--- config.mk ---
export PLATFORM = sky130hd
export DESIGN_NAME = param_counter
export DESIGN_NICKNAME = d
export VERILOG_FILES = /design/src/rtl/param_counter.sv
export SDC_FILE = /design/constraint.sdc
export NUM_CORES = 1
export LEC_CHECK = 0
export CAP_MARGIN = 10
export CORE_MARGIN = 2
export CORE_UTILIZATION = 25
export CTS_BUF_LIST = sky130_fd_sc_hd__clkbuf_16
export CTS_CLUSTER_SIZE = 40
export DETAILED_ROUTE_END_ITERATION = 8
export PLACE_DENSITY = 0.57
export SLEW_MARGIN = 40
export SYNTH_ARGS = -nofsm -noshare
export SYNTH_HDL_FRONTEND = slang
export SYNTH_SLANG_ARGS = --single-unit
--- constraint.sdc ---
create_clock -name i_clk -period 1.3 [get_ports i_clk]
set_input_delay 0.195 -clock i_clk [delete_from_list [all_inputs] [get_ports i_clk]]
set_output_delay 0.195 -clock i_clk [all_outputs]
set_load 0.05 [all_outputs]
--- src/rtl/param_counter.sv ---
// -----------------------------------------------------------------------------
// param_counter
//
// Parametrised up/down modulo counter with wrap or saturate behaviour at the
// range boundaries. Counts over 0..MODULUS-1 in WIDTH-bit arithmetic.
//
// Parameters
//   WIDTH     counter width in bits (1..32)
//   MODULUS   count range 0..MODULUS-1, legal range 2..2**WIDTH
//   SATURATE  0 = wrap at the boundary, 1 = hold at the boundary
//
// Ports
//   i_clk       rising-edge clock
//   i_rst_n     asynchronous reset, active-low
//   i_clr       synchronous clear to 0 (highest priority)
//   i_load      synchronous parallel load of i_d, clamped to MODULUS-1
//   i_d         load value
//   i_en        count enable
//   i_up_dn     1 = count up, 0 = count down
//   i_flag_clr  clears the sticky o_ovf / o_unf flags
//   o_q         current count (registered)
//   o_tc        terminal count for the current direction (combinational)
//   o_wrap      one-cycle pulse following each boundary event (registered)
//   o_ovf       sticky up-direction boundary event flag
//   o_unf       sticky down-direction boundary event flag
// -----------------------------------------------------------------------------
module param_counter #(
  parameter int unsigned     WIDTH    = 4,
  parameter longint unsigned MODULUS  = 16,
  parameter bit              SATURATE = 1'b0
) (
  input  logic             i_clk,
  input  logic             i_rst_n,
  input  logic             i_clr,
  input  logic             i_load,
  input  logic [WIDTH-1:0] i_d,
  input  logic             i_en,
  input  logic             i_up_dn,
  input  logic             i_flag_clr,
  output logic [WIDTH-1:0] o_q,
  output logic             o_tc,
  output logic             o_wrap,
  output logic             o_ovf,
  output logic             o_unf
);

  // MODULUS is 64-bit so that MODULUS = 2**32 is representable; the top
  // count always fits in WIDTH bits for any legal MODULUS.
  localparam logic [WIDTH-1:0] MaxVal = WIDTH'(MODULUS - 64'd1);
  localparam logic [WIDTH-1:0] Zero   = '0;
  localparam logic [WIDTH-1:0] One    = WIDTH'(1);

  logic [WIDTH-1:0] r_q;
  logic             r_wrap;
  logic             r_ovf;
  logic             r_unf;

  logic [WIDTH-1:0] w_q_next;
  logic             w_wrap_next;
  logic             w_ovf_next;
  logic             w_unf_next;

  logic             w_at_top;
  logic             w_at_bot;
  logic             w_count;
  logic             w_bnd_evt;
  logic [WIDTH-1:0] w_load_val;

  assign w_at_top = (r_q == MaxVal);
  assign w_at_bot = (r_q == Zero);

  // A count only happens when neither clear nor load claims the edge.
  assign w_count   = i_en & ~i_clr & ~i_load;

  // Boundary event: an enabled count attempted while sitting at the boundary
  // of the current direction. Covers both a wrap and a blocked saturation.
  assign w_bnd_evt = w_count & (i_up_dn ? w_at_top : w_at_bot);

  // Out-of-range load values clamp to the top of the count range.
  assign w_load_val = (i_d > MaxVal) ? MaxVal : i_d;

  // Next-state count. Every candidate stays within 0..MaxVal, so no
  // intermediate value escapes the modulus.
  always_comb begin
    w_q_next = r_q;
    if (i_clr) begin
      w_q_next = Zero;
    end else if (i_load) begin
      w_q_next = w_load_val;
    end else if (i_en) begin
      if (i_up_dn) begin
        if (!w_at_top) begin
          w_q_next = r_q + One;
        end else if (!SATURATE) begin
          w_q_next = Zero;
        end
      end else begin
        if (!w_at_bot) begin
          w_q_next = r_q - One;
        end else if (!SATURATE) begin
          w_q_next = MaxVal;
        end
      end
    end
  end

  // Sticky flags: a new event on this edge wins over a simultaneous clear.
  always_comb begin
    w_wrap_next = w_bnd_evt;
    w_ovf_next  = r_ovf;
    w_unf_next  = r_unf;
    if (i_flag_clr) begin
      w_ovf_next = 1'b0;
      w_unf_next = 1'b0;
    end
    if (w_bnd_evt && i_up_dn) begin
      w_ovf_next = 1'b1;
    end
    if (w_bnd_evt && !i_up_dn) begin
      w_unf_next = 1'b1;
    end
  end

  always_ff @(posedge i_clk or negedge i_rst_n) begin
    if (!i_rst_n) begin
      r_q    <= Zero;
      r_wrap <= 1'b0;
      r_ovf  <= 1'b0;
      r_unf  <= 1'b0;
    end else begin
      r_q    <= w_q_next;
      r_wrap <= w_wrap_next;
      r_ovf  <= w_ovf_next;
      r_unf  <= w_unf_next;
    end
  end

  assign o_q    = r_q;
  assign o_wrap = r_wrap;
  assign o_ovf  = r_ovf;
  assign o_unf  = r_unf;

  // Terminal count follows the direction input directly, regardless of i_en.
  assign o_tc   = i_up_dn ? w_at_top : w_at_bot;

endmodule

==> results of run 1 <==
==> what timing repair did <==
item,4_1_cts,5_1_grt
gates resized for setup,7,2
endpoints found under the setup margin,7,7
hold buffers,0,0
pin swaps,6,3
buffers inserted,2,1
==> registers in the layout, indices dropped and copies added, names as in the netlist <==
name,flops
o_unf,1
o_wrap,1
o_q,4
o_ovf,1
==> per-stage QoR <==
stage / setup TNS, ps / util
final: -1300 / 0.576
after global routing: -1700 / 0.576
after CTS: -1310 / 0.568
after detailed placement: -1270 / 0.504
after global placement: -1130 / 0.504
after floorplan: -1720 / -
==> metal layers <==
layer,global-route usage,wire length (µm)
met5,0,0
met4,0.0905,61
met3,0.0432,83
met2,0.278,837
met1,0.166,641
==> worst paths after layout <==
path	endpoint	slack [ps]
setup reg to reg	o_unf	-210
max in group asynchronous	o_q[0]	770
hold reg to reg	o_ovf	580
min in group i_clk	o_ovf	580
setup / recovery	o_tc	-300
hold / removal	o_unf	240
==> layout by cell type (no fill, tap or decap) <==
cell type	instances
dfrtp_2	3
a311oi_1	1
clkbuf_16	3
ha_2	1
a221oi_2	1
inv_1	4
a21oi_2	2
nand3b_1	1
clkdlybuf4s50_1	10
xnor2_1	2
mux2i_1	1
o21ai_1	3
and4_1	1
nand2_1	1
nor2_1	4
ha_4	2
o31ai_1	1
o21bai_1	1
o311ai_2	1
a22o_1	2
inv_2	3
nor4b_4	1
buf_4	20
nor3_1	3
dfrtp_1	3
o41a_1	1
a31o_4	1
nor2b_4	1
a21oi_1	3
dfrtp_4	1
nor2b_1	3
buf_12	9
or4_4	1
==> kinds of logic (layout without fill, tap and decap cells) <==
logic type | count (synthesis) | after routing | share of synthesized area
AO/OA/AOI/OAI | 17 | 17 | 0.240
XOR/XNOR | 2 | 2 | 0.0354
adder cells (fa/ha/maj) | 3 | 3 | 0.0758
buffers and inverters | 8 | 49 | 0.0606
flip-flops | 7 | 7 | 0.354
multiplexers | 1 | 1 | 0.0202
AND/OR/NAND/NOR | 16 | 16 | 0.215
==> final cells by class <==
type	instances	share of cell area
multi-input combinational	39	0.324
inverter	6	0.0203
timing repair buffer	39	0.389
clock buffer	3	0.0678
clock inverter	1	0.00339
sequential	7	0.165
tap	27	0.0305
==> worst max-delay path, stage by stage, from the launching register on <==
cell	delay (ps)
dfrtp_4	500
ha_4	170
and4_1	150
a31o_4	220
buf_12	140
==> where the power goes <==
part / total (mW) / leakage (nW) / switching, mW / internal (mW)
Clock: 0.514 / 0.0423 / 0.114 / 0.400
Sequential: 0.256 / 0.0879 / 0.0212 / 0.235
Combinational: 0.387 / 0.347 / 0.176 / 0.210
Total: 1.16 / 0.477 / 0.312 / 0.845
==> results.tsv, run 1 <==
metric	value	unit
p_per_area	1040	nW/µm²
yosys.area.top_type	dfrtp_1	
drv_slew	0	
fp.coreArea	1920	µm²
wirelength	1.62	mm
worst_hold_slack	241	ps
worstSetupPathType	reg -> out	
hold_viol_final	0	
ir_drop	989	µV
synth_flop_cell	dfrtp_1	
startpoint_type	register	
placed_cell_area	968	µm²
post_drt_wl_per_cell	13.3	µm
start_util	0.258	
cts_buffers	3	
drtIter0Drc	5	
tightest_slew	350	ps
synth.net_count	68	
crit_required	1110	ps
violations	negative setup slack	
num_rows	16	
worst_ep_arrival_time	1410	ps
n_antenna_cell	0	
fin_nets	110	
grt_pass1_vias	638	
drtAntennaViolNets	0	
drv_cap	0	
io_pins	19	
yosys_warnings	0	
p_leak	0.477	nW
final_cells	122	
critPathLaunch	o_q[0]	
dieArea	2350	µm²
grt.overflow.total	0	
postSynth.asyncResetShare	1.00	
detailedPlacementHpwl	1.19	mm
avgSynthCellArea	9.18	µm²
worstSkewPairLatency	230	ps
fmax	624	MHz
die_h	48.5	µm
ys_types	26	
stdcell_area	1110	µm²
drive_gt1_frac	0.526	
clkTransAtPathRegs	40	ps
cts_sinks	7	
multi_input_area	359	µm²
fin_crit_sh	1.23	
hold_class	in -> async	
register_area	183	µm²
synth_top_area_frac	0.354	
synth.cell_area	495	µm²
dr.pass1.iters	4	
viasPerCell	4.79	
fill_cells	183	
grt_use_total	0.157	
clockRootBuffer	clkbuf_16	
reg2reg_from	o_q[0]	
relSlewSlack	0.766	
post-place-ws	-252	ps
port_buffers	18	
dp.cells	115	
fin_crit	1600	ps
grt_setup_unrepaired	true	
ys_seq_area_frac	0.354	
cts_max_path_buffers	2	
ys_ff_latch	7	
grt_first_pass_wirelength	2.78	mm
power	1.16	mW
vias	584	
synth_common_cells	7 x dfrtp_1, 5 x a21oi_1, 4 x inv_1, 4 x nor2_1, 4 x nor2b_1	
grt_antenna_before_repair	0	
status	finished with violations	
die_w	48.5	µm
htreeDepth	1	
syn-instance-count	54	
area_growth_syn_to_layout	123	%
synthTopCellsByArea	dfrtp_1 35%, ha_1 7.6%, a21oi_1 5.1%	
skew	0.608	ps
gp_congestion	0.729	
synth_edf_count	0	
cp_max_fo	4	
fin_ws	-303	ps
setup_viol	7	
ff2ff_path_depth	6	
drc	0	
grt_max_degree	10	
end_kind	output port	
yosysMostFrequentCell	dfrtp_1	
cts_tree	built	
Note: power is estimated with default switching activity, not from simulation.
==> run 2: changes to the inputs <==
--- a/config.mk
+++ b/config.mk
@@ -11,7 +11,7 @@
 export CTS_BUF_LIST = sky130_fd_sc_hd__clkbuf_16
 export CTS_CLUSTER_SIZE = 40
 export DETAILED_ROUTE_END_ITERATION = 8
-export PLACE_DENSITY = 0.57
+export PLACE_DENSITY = 0.56
 export SLEW_MARGIN = 40
 export SYNTH_ARGS = -nofsm -noshare
 export SYNTH_HDL_FRONTEND = slang
==> constraint.sdc (replaced) <==
create_clock -name i_clk -period 1.7 [get_ports i_clk]
set_input_delay 0.255 -clock i_clk [delete_from_list [all_inputs] [get_ports i_clk]]
set_output_delay 0.255 -clock i_clk [all_outputs]
set_load 0.05 [all_outputs]
==> results.tsv, run 2 (synthesized netlist as in run 1, its figures left out) <==
metric	value	unit	change
dp.cells	101		-12%
htreeDepth	1		unchanged
cts_hold_buf	0		unchanged
hold_viol_final	0		unchanged
start_util	0.258		unchanged
grt_first_pass_wirelength	2.36	mm	-15%
worst_hold_slack	288	ps	+46.2 ps
final_cell_mix	13 x buf_4, 10 x clkdlybuf4s50_1, 5 x a21oi_1, 5 x dfrtp_1		
grt_pass1_vias	488		-24%
finalSetupTns	0	ps	+1300 ps
grt_use_total	0.130		-0.0265
io_pins	19		unchanged
cp_slowest_stage_delay	430	ps	-70 ps
status	finished, final reports clean		
clkTransAtPathRegs	40	ps	about the same
viasPerCell	4.84		+1.1%
dr_wl_met3	152	µm	+83%
worstSkewPairLatency	230	ps	about the same
ir_drop	603	µV	-39%
clockRootBuffer	clkbuf_16		
path_delay_family	flip-flops		
grt_setup_unrepaired	false		
drive_gt1_frac	0.338		-0.189
cts_tree	built		
dr_wl_met2	642	µm	-23%
r2r-end	o_unf		
ff2ff_path_depth	5		-1
p_per_area	925	nW/µm²	-11%
area_growth_syn_to_layout	74.0	%	
gp_congestion	0.760		+4.3%
grt.overflow.total	0		unchanged
die_w	48.5	µm	unchanged
cts_max_path_buffers	2		unchanged
largest_register_ffs	4		unchanged
cp_slowest_cell	dfrtp_2		
fin_crit_sh	0.977		
hold_class	in -> async		
setup_viol	0		-7
drv_cap	0		unchanged
startpoint_type	register		
fp.coreArea	1920	µm²	unchanged
dieArea	2350	µm²	unchanged
dr.pass1.iters	4		unchanged
p_leak	0.377	nW	-21%
wirelength	1.37	mm	-15%
reg2reg_slack	230	ps	+440 ps
final_cells	107		-12%
worstSetupPathType	reg -> out		
drc	0		unchanged
cts_buffers	3		unchanged
drv_slew	0		unchanged
path_buf_inv	1		unchanged
die_h	48.5	µm	unchanged
relSlewSlack	0.765		-0.00111
fmax	602	MHz	
drtAntennaViolNets	0		unchanged
vias	518		-11%
fin_nets	95		-14%
drtIter0Drc	11		+6
worst_ep_arrival_time	1410	ps	about the same
cp_max_fo	4		unchanged
fill_cells	204		+11%
final_common_cell	buf_4		
cts_sinks	7		unchanged
drt-met1-wl	578	µm	-9.8%
top_layer	met3		
worstPathCellList	ha_4, and4_1, a31o_4, buf_12		
post_drt_wl_per_cell	12.8	µm	-3.5%
skew	3.07	ps	+2.46 ps
reg2reg_from	o_q[0]		
crit_required	1440	ps	+330 ps
fin_crit	1660	ps	
detailedPlacementHpwl	997	µm	-17%
end_kind	output port		
grt_max_degree	12		+2
n_antenna_cell	0		unchanged
port_buffers	18		unchanged
num_rows	16		unchanged
tightest_slew	348	ps	-1.66 ps
grt_antenna_before_repair	0		unchanged
## run 2: cell count changes in the layout (fill, tap and decap cells not counted), moves of 2 or more
cell and delta:
a21oi_1 +2, buf_12 -8, dfrtp_1 +2, o21ai_1 -2, a21oi_2 -2, o21ai_0 +2, buf_4 -7
## run 2: repair_timing
item,in CTS,in global routing
endpoints found under the setup margin,1,1
buffers inserted,2,0
pin swaps,0,1
resized for setup,0,4
## run 2: area by class of cell
cell class,instances,area (µm²),area share
clock inverter,1,3.75,0.00435
clock buffer,3,75.1,0.0871
tap,27,33.8,0.0392
timing repair buffer,24,218,0.253
multi-input combinational,39,332,0.385
inverter,6,22.5,0.0261
sequential,7,178,0.206
## run 2: layer usage
metal  track usage  vias to the layer above
li1              -                      248
met5             0                        -
met1         0.153                      243
met3        0.0679                        0
met2         0.211                       27
met4        0.0286                        0
## run 2: per-stage QoR
| stage | setup WS [ps] | utilization | total power [mW] | instance area [µm²] |
|---|---|---|---|---|
| 2_1_floorplan | 3.93 | - | 0.306 | 512 |
| 3_3_place_gp | 146 | 0.385 | 0.387 | 741 |
| 3_5_place_dp | 114 | 0.385 | 0.386 | 741 |
| 4_1_cts | 5.63 | 0.434 | 0.797 | 835 |
| 5_1_grt | 3.26 | 0.449 | 0.846 | 862 |
| 6_report | 38.6 | 0.449 | 0.797 | 862 |
## run 2: report_power, final
group,internal (mW),total (mW),switching [mW]
Clock,0.306,0.395,0.0887
Sequential,0.178,0.195,0.0173
Combinational,0.0978,0.208,0.110
## run 2: how the worst max path moves through the flow
stage / start / endpoint / depth (start not counted)
after detailed placement: i_up_dn / o_unf / 5
after global routing: o_q[0] / o_tc / 4
after CTS: o_q[0] / o_tc / 4
after global placement: i_up_dn / o_ovf / 5
final: o_q[0] / o_tc / 4
after floorplan: o_q[0] / o_unf / 6
==> run 3: changes to the inputs <==
==> constraint.sdc (replaced) <==
create_clock -name i_clk -period 2.1 [get_ports i_clk]
set_input_delay 0.315 -clock i_clk [delete_from_list [all_inputs] [get_ports i_clk]]
set_output_delay 0.315 -clock i_clk [all_outputs]
set_load 0.05 [all_outputs]
==> results.tsv, run 3 (synthesized netlist as in run 1, its figures left out) <==
metric	value	unit	change
worstPathCellList	inv_1, ha_1, nor2b_1, a31o_2, buf_12		
grt_first_pass_wirelength	2.09	mm	-11%
cp_slowest_stage_delay	470	ps	+40 ps
tightest_slew	497	ps	+148 ps
area_growth_syn_to_layout	59.6	%	
finalSetupTns	0	ps	unchanged
clkTransAtPathRegs	40	ps	about the same
worst_ep_arrival_time	1600	ps	+190 ps
grt_setup_unrepaired	false		
wirelength	1.26	mm	-8.0%
drv_cap	0		unchanged
cts_max_path_buffers	2		unchanged
viasPerCell	4.79		-1.0%
fin_crit	1920	ps	
p_switching	168	µW	-22%
grt_use_total	0.117		-0.0127
power_frac_clock	0.511		+0.016
die_w	48.5	µm	unchanged
detailedPlacementHpwl	940	µm	-5.7%
grt_pass1_vias	454		-7.0%
p_leak	0.328	nW	-13%
io_pins	19		unchanged
final_common_cell	clkdlybuf4s50_1		
num_rows	16		unchanged
cts_setup_buffers	0		-2
path_buf_inv	2		+1
post_drt_wl_per_cell	12.5	µm	-2.5%
worstSkewPairLatency	230	ps	about the same
power_frac_seq	0.254		+0.009
cts_hold_buf	0		unchanged
cts_buffers	3		unchanged
end_kind	output port		
gp_congestion	0.829		+9.1%
fmax	521	MHz	
hold_class	in -> async		
n_antenna_cell	0		unchanged
skew	3.40	ps	+0.336 ps
drive_gt1_frac	0.108		-0.229
dieArea	2350	µm²	unchanged
cts_tree	built		
fill_cells	192		-5.9%
drtAntennaViolNets	0		unchanged
grt_max_degree	12		unchanged
dp.cells	97		-4.0%
startpoint_type	register		
grt.overflow.total	0		unchanged
ir_drop	740	µV	+23%
htreeDepth	1		unchanged
port_buffers	18		unchanged
status	finished, final reports clean		
post_cts_resize_count	0		unchanged
worstSetupPathType	reg -> out		
setup_viol	0		unchanged
dr.pass1.iters	4		unchanged
grt_antenna_before_repair	0		unchanged
cp_max_fo	7		+3
fin_crit_sh	0.913		
p_int	456	µW	-21%
largest_register_ffs	4		unchanged
start_util	0.258		unchanged
relSlewSlack	0.668		-0.0969
drc	0		unchanged
drtIter0Drc	9		-2
p_per_area	790	nW/µm²	-15%
final_cells	101		-5.6%
die_h	48.5	µm	unchanged
fp.coreArea	1920	µm²	unchanged
fin_nets	89		-6.3%
hold_viol_final	0		unchanged
vias	484		-6.6%
comb_power_share	0.235		-0.025
clockRootBuffer	clkbuf_16		
cts_sinks	7		unchanged
path_delay_family	flip-flops		
swShare	0.269		-0.00177
cp_slowest_cell	dfrtp_1		
crit_required	1780	ps	+340 ps
final_cell_mix	17 x clkdlybuf4s50_1, 7 x dfrtp_1, 5 x inv_1, 5 x a21oi_1		
drv_slew	0		unchanged
==> run 3: cell types whose count changed in the layout (fill, tap and decap cells not counted), moves of 2 or more <==
cell             previous run  this run
dfrtp_2                     2         0
buf_4                      13         0
ha_4                        2         0
ha_1                        1         3
dfrtp_1                     5         7
clkdlybuf4s50_1            10        17
==> run 3: metal layers <==
| layer | part of all wire | wire [µm] | global-route usage | up-vias |
|---|---|---|---|---|
| li1 | - | - | - | 236 |
| met1 | 0.45 | 564 | 0.141 | 220 |
| met2 | 0.45 | 571 | 0.181 | 24 |
| met3 | 0.075 | 95 | 0.0278 | 4 |
| met4 | 0.025 | 32 | 0.0905 | 0 |
| met5 | 0 | 0 | 0 | - |
==> run 3: area by class of cell <==
class                           instances  area (µm²)  area share
Inverter                                6        22.5      0.0285
Sequential cell                         7         175       0.222
Tap cell                               27        33.8      0.0427
Multi-Input combinational cell         39         290       0.367
Timing Repair Buffer                   18         190       0.241
Clock buffer                            3        75.1      0.0949
Clock inverter                          1        3.75     0.00475
==> run 3: path summary, 6_finish.rpt <==
kind / startpoint / to / slack, ps / cells after the start
worst min register to register: o_unf / o_unf / 510 / 1
worst max register to register: o_q[1] / o_unf / 420 / 6
worst max-delay path: o_q[1] / o_tc / 180 / 5
max in group asynchronous: i_rst_n / o_ovf / 1530 / 1
worst min-delay path: i_rst_n / o_q[0] / 340 / 1
min in group i_clk: o_unf / o_unf / 510 / 1
==> run 3: power by group through the flow <==
stage / Sequential (mW) / Combinational (mW) / Clock (mW)
floorplan: 0.183 / 0.0606 / 0
global placement: 0.160 / 0.147 / 0
detailed placement: 0.160 / 0.146 / 0
CTS: 0.158 / 0.147 / 0.326
global route: 0.160 / 0.158 / 0.337
finish: 0.159 / 0.147 / 0.319
==> run 3: per-stage QoR <==
step	power, mW	setup slack [ps]	hold WS (ps)	utilization	cell area [µm²]
finish	0.624	182	340	0.411	791
detailed placement	0.306	319	499	0.370	712
floorplan	0.244	110	19.4	-	495
global route	0.655	119	368	0.411	791
global placement	0.307	294	501	0.370	712
CTS	0.632	181	352	0.411	791
